==> config.mk <==
export PLATFORM = sky130hd
export DESIGN_NAME = alarm_sequencer
export DESIGN_NICKNAME = d
export VERILOG_FILES = /design/src/rtl/alarm_sequencer.sv
export SDC_FILE = /design/constraint.sdc
export NUM_CORES = 1
export LEC_CHECK = 0
export CAP_MARGIN = 20
export CORE_AREA = 4 4 44 65
export DETAILED_ROUTE_END_ITERATION = 8
export DIE_AREA = 0 0 48 69
export GPL_TIMING_DRIVEN = 0
export PLACE_DENSITY = 0.79
export SLEW_MARGIN = 20
export SYNTH_ARGS = -nofsm -noshare
export SYNTH_HDL_FRONTEND = slang
export SYNTH_SLANG_ARGS = --single-unit
==> constraint.sdc <==
create_clock -name Pulse -period 3.3 [get_ports Pulse]
set_clock_uncertainty 0.05 [all_clocks]
set_input_delay 0.99 -clock Pulse [delete_from_list [all_inputs] [get_ports Pulse]]
set_output_delay 0.99 -clock Pulse [all_outputs]
set_load 0.01 [all_outputs]
==> src/rtl/alarm_sequencer.sv <==
// -----------------------------------------------------------------------------
// alarm_sequencer
//
// Turns the comparator's level-type `match` (high for the whole matching
// minute) into a bounded alarm ring with snooze and dismiss handling. Clocked
// by the one-per-second Pulse, so every counter below counts seconds.
//
// Parameters:
//   RING_SECS   (1..127)  ring length before auto-timeout
//   SNOOZE_SECS (1..1023) snooze interval length
//   MAX_SNOOZE  (0..7)    snoozes allowed per alarm event
//
// Ports:
//   Pulse      in   clock, one cycle per second
//   Reset      in   synchronous, active-high reset
//   alarmOn    in   alarm enable; low forces the block idle
//   match      in   time equals alarm time (level)
//   snooze     in   snooze request (level-sampled)
//   dismiss    in   dismiss request (level-sampled)
//   buzz       out  alarm sounding
//   snoozing   out  snooze interval in progress
//   missed     out  sticky: last ring timed out unanswered
//   snooze_num out  snoozes used in the current alarm event
// -----------------------------------------------------------------------------
module alarm_sequencer #(
    parameter int RING_SECS   = 60,
    parameter int SNOOZE_SECS = 540,
    parameter int MAX_SNOOZE  = 3
) (
    input  logic       Pulse,
    input  logic       Reset,
    input  logic       alarmOn,
    input  logic       match,
    input  logic       snooze,
    input  logic       dismiss,
    output logic       buzz,
    output logic       snoozing,
    output logic       missed,
    output logic [2:0] snooze_num
);

    localparam logic [1:0] ST_IDLE    = 2'd0;
    localparam logic [1:0] ST_RINGING = 2'd1;
    localparam logic [1:0] ST_SNOOZE  = 2'd2;

    localparam logic [6:0] RING_LOAD   = 7'(RING_SECS - 1);
    localparam logic [9:0] SNOOZE_LOAD = 10'(SNOOZE_SECS - 1);
    localparam logic [2:0] SNOOZE_MAX  = 3'(MAX_SNOOZE);

    logic [1:0] state_q, state_d;
    logic       match_q;
    logic [6:0] ring_cnt_q, ring_cnt_d;
    logic [9:0] snz_cnt_q, snz_cnt_d;
    logic [2:0] snooze_num_q, snooze_num_d;
    logic       missed_q, missed_d;
    logic       rise;

    // Snooze count saturates at the configured limit.
    function automatic logic [2:0] snooze_sat_inc(input logic [2:0] n);
        return (n < SNOOZE_MAX) ? n + 3'd1 : SNOOZE_MAX;
    endfunction

    // Only the rising edge of match starts an alarm, so a dismissed alarm
    // stays quiet for the rest of the matching minute.
    assign rise = match & ~match_q;

    always_comb begin
        state_d      = state_q;
        ring_cnt_d   = ring_cnt_q;
        snz_cnt_d    = snz_cnt_q;
        snooze_num_d = snooze_num_q;
        missed_d     = missed_q;

        if (!alarmOn) begin
            state_d      = ST_IDLE;
            ring_cnt_d   = '0;
            snz_cnt_d    = '0;
            snooze_num_d = '0;
            missed_d     = 1'b0;
        end else begin
            case (state_q)
                ST_IDLE: begin
                    if (rise) begin
                        state_d      = ST_RINGING;
                        ring_cnt_d   = RING_LOAD;
                        snooze_num_d = '0;
                        missed_d     = 1'b0;
                    end
                end
                ST_RINGING: begin
                    // A snooze at the limit falls through to the countdown.
                    if (dismiss) begin
                        state_d      = ST_IDLE;
                        snooze_num_d = '0;
                    end else if (snooze && (snooze_num_q < SNOOZE_MAX)) begin
                        state_d      = ST_SNOOZE;
                        snz_cnt_d    = SNOOZE_LOAD;
                        snooze_num_d = snooze_sat_inc(snooze_num_q);
                    end else if (ring_cnt_q == '0) begin
                        state_d  = ST_IDLE;
                        missed_d = 1'b1;
                    end else begin
                        ring_cnt_d = ring_cnt_q - 7'd1;
                    end
                end
                ST_SNOOZE: begin
                    if (dismiss) begin
                        state_d      = ST_IDLE;
                        snooze_num_d = '0;
                    end else if (snz_cnt_q == '0) begin
                        state_d    = ST_RINGING;
                        ring_cnt_d = RING_LOAD;
                    end else begin
                        snz_cnt_d = snz_cnt_q - 10'd1;
                    end
                end
                default: state_d = ST_IDLE;
            endcase
        end
    end

    always_ff @(posedge Pulse) begin
        if (Reset) begin
            state_q      <= ST_IDLE;
            match_q      <= 1'b0;
            ring_cnt_q   <= '0;
            snz_cnt_q    <= '0;
            snooze_num_q <= '0;
            missed_q     <= 1'b0;
        end else begin
            state_q      <= state_d;
            match_q      <= match;
            ring_cnt_q   <= ring_cnt_d;
            snz_cnt_q    <= snz_cnt_d;
            snooze_num_q <= snooze_num_d;
            missed_q     <= missed_d;
        end
    end

    // Outputs decode registered state only.
    assign buzz       = (state_q == ST_RINGING);
    assign snoozing   = (state_q == ST_SNOOZE);
    assign missed     = missed_q;
    assign snooze_num = snooze_num_q;

endmodule

==> metrics <==
critical path launch point type=flop; GRT overflow=0; slew margin rel.=0.676; syn nets=160; Num CTS Buffers=3; number of global-route vias before repair=between 1000 and 1500; root cell of the clock tree=clkbuf_4; WL met3=around 50 µm; CP endpoint kind=output pin; Synth warnings=0; clock buffer depth=2; Layout area overhead=12.4%; GP Congestion=~0.76; Port-buffer cells=10; # DRC=0; Initial DRT Pass Iterations=4; clock transition at the registers of the reported paths=between 100 and 150 ps; Post-Syn Area=roughly 1300 µm²; die height=69 µm; core area=~2300 µm²; endpoints failing setup=0; TritonCTS clock tree=done; CTS Hold Bufs=0; largest fanout on the critical path=7; setup bufs post-CTS=0; DR WL/cell=about 16 µm; initial antenna violation count=0; Slew @ Worst Pin=just under 500 ps; cts repair resizes=0; Final Hold Viols=0; fin nets=between 150 and 200; wire length on met1=around 1100 µm; crit path kind=flop to output pin; Seq/Total Area, Yosys=0.362; Cell Area, Placed=between 1000 and 1500 µm²; top routing layer in use=met4; first-pass GRT wire length=a little under 5000 µm; layout cell share with drive strength beyond 1=0.0976; CTS Sinks=24; clk_lat worst skew=about 320 ps; Final Util=0.661; flops & latches, synth=24; # diodes=0; Initial Util=0.587; Detail Placement HPWL=2240 µm; Mapped Cells=150; Global Route Usage Sum=0.199; top cell type's share of synthesized area=0.362; Power Density=approximately 360 nW/µm²; Peak VDD IR=0.000191 V; largest net degree at the start of global routing=14; Final period util=0.878; RSZ-0062 raised after global routing=no; most used flip-flop cell after synthesis=dfxtp_1; I/O pin count=12; WP data arrival=~1900 ps; total die area=around 3300 µm²; Post-synth EDFFs=0; Antenna Nets Post-Route=0; Crit path required time=2260 ps; CTS H-tree lvls=1; final setup TNS=0 ps; Final min period=roughly 2900 ps; DR vias=~1200; metal2 WL=1700 µm; number of max-cap violations=0; top post-synthesis cells by area=dfxtp_1, a21oi_1, a211oi_1, xnor2_1, ha_1; worst min-delay path category=flop to flop; status=finished, final reports clean; Lkg Pwr=about 0.50 nW; Slew Limit Fails=0; Yosys top cell by area=dfxtp_1; Synth async-reset ratio=0; syn avg cell area=8.85 µm²; drt initial violations=30; Die X=about 48 µm; Routed WL=between 2000 and 3000 µm; fmax=345 MHz; vias per cell=6.27; FP Rows=21; Yosys cell types=between 40 and 50; finished layout cell area=roughly 1500 µm²
layer usage:
layer	vias to the layer above	track usage
li1	589	-
met1	567	0.209
met2	12	0.361
met3	4	0.0313
met4	0	0.0719
met5	-	0
logic make-up (layout without fill, tap and decap cells):
kind of cell    Yosys count  after routing  synth area share
simple gates             61             61             0.266
compound gates           44             44             0.256
flops                    24             24             0.362
buf+inv                   9             23            0.0254
xor+xnor                  8              8            0.0528
fa+ha+maj                 4              4            0.0377
cells in the mapped netlist, types with 2 or more instances:
library cell,number
nand2_1,8
clkbuf_1,3
and2_1,2
xnor2_1,6
nor2b_1,6
o21ai_0,4
nor2_1,13
nor3b_1,3
a31oi_1,2
nand4_1,5
a211oi_1,7
ha_1,4
nor3_1,6
dfxtp_1,24
o31ai_4,2
xor2_1,2
nor4_1,2
and3_1,2
a21oi_1,16
o31a_1,2
nand2b_1,3
inv_1,5
nand3_1,5
flip-flops by register name, summed over array words and instances (netlist names):
register / flops
match_q: 1
missed: 1
ring_cnt_q: 7
snooze_num: 3
snz_cnt_q: 10
state_q: 2
report_power, final:
| group | switching, W | leakage [nW] | internal, W | total (W) |
|---|---|---|---|---|
| clock | 0.0000882 | 0.0210 | 0.0000675 | 0.000156 |
| sequential | 0.00000743 | 0.195 | 0.000296 | 0.000303 |
| combinational | 0.0000488 | 0.287 | 0.0000331 | 0.0000819 |
final cells by class:
cell class / instances / area (µm²)
Fill cell: 198 / 767
Buffer: 3 / 11.3
Timing Repair Buffer: 10 / 100
Clock buffer: 4 / 36.3
Inverter: 6 / 22.5
Multi-Input combinational cell: 117 / 813
Tap cell: 23 / 28.8
Sequential cell: 24 / 480
metrics by stage:
step | worst slack, ps | instances | hold WS [ps] | total power, W
after global placement | 555 | 183 | 438 | 0.000388
after CTS | 420 | 187 | 465 | 0.000544
after detailed placement | 506 | 183 | 447 | 0.000391
after floorplan | 956 | 150 | 423 | 0.000367
final | 403 | 187 | 458 | 0.000541
after global routing | 306 | 187 | 507 | 0.000566
worst paths after layout:
path	from	end	slack, ps	cells past startpoint
worst max-delay path	state_q[0]	buzz	400	3
worst min register to register	snooze_num[2]	snooze_num[2]	460	2
worst min-delay path	snooze_num[2]	snooze_num[2]	460	2
worst max register to register	snz_cnt_q[0]	ring_cnt_q[1]	990	7
layout by cell type, fill, tap and decap left out, drive strengths merged, types with 2 or more instances in the layout:
master         Yosys  layout
and2               2       2
o31ai              2       2
dfxtp             24      24
nor2              13      13
ha                 4       4
clkbuf             3       7
nand3              5       5
inv                6       6
nand4              5       5
a211oi             7       7
nor3b              4       4
nor2b              6       6
nand2              8       8
xor2               2       2
and3               2       2
clkdlybuf4s50      0      10
nor4               2       2
a21oi             17      17
o31a               2       2
o21ai              6       6
xnor2              6       6
or4                2       2
a31oi              2       2
nand2b             3       3
nor3               6       6
critical path, stage by stage (launching register included):
cell,delay [ps]
dfxtp_1,540
nand2b_1,250
inv_2,190
clkdlybuf4s50_1,560
(Power assumes the default switching activity.)
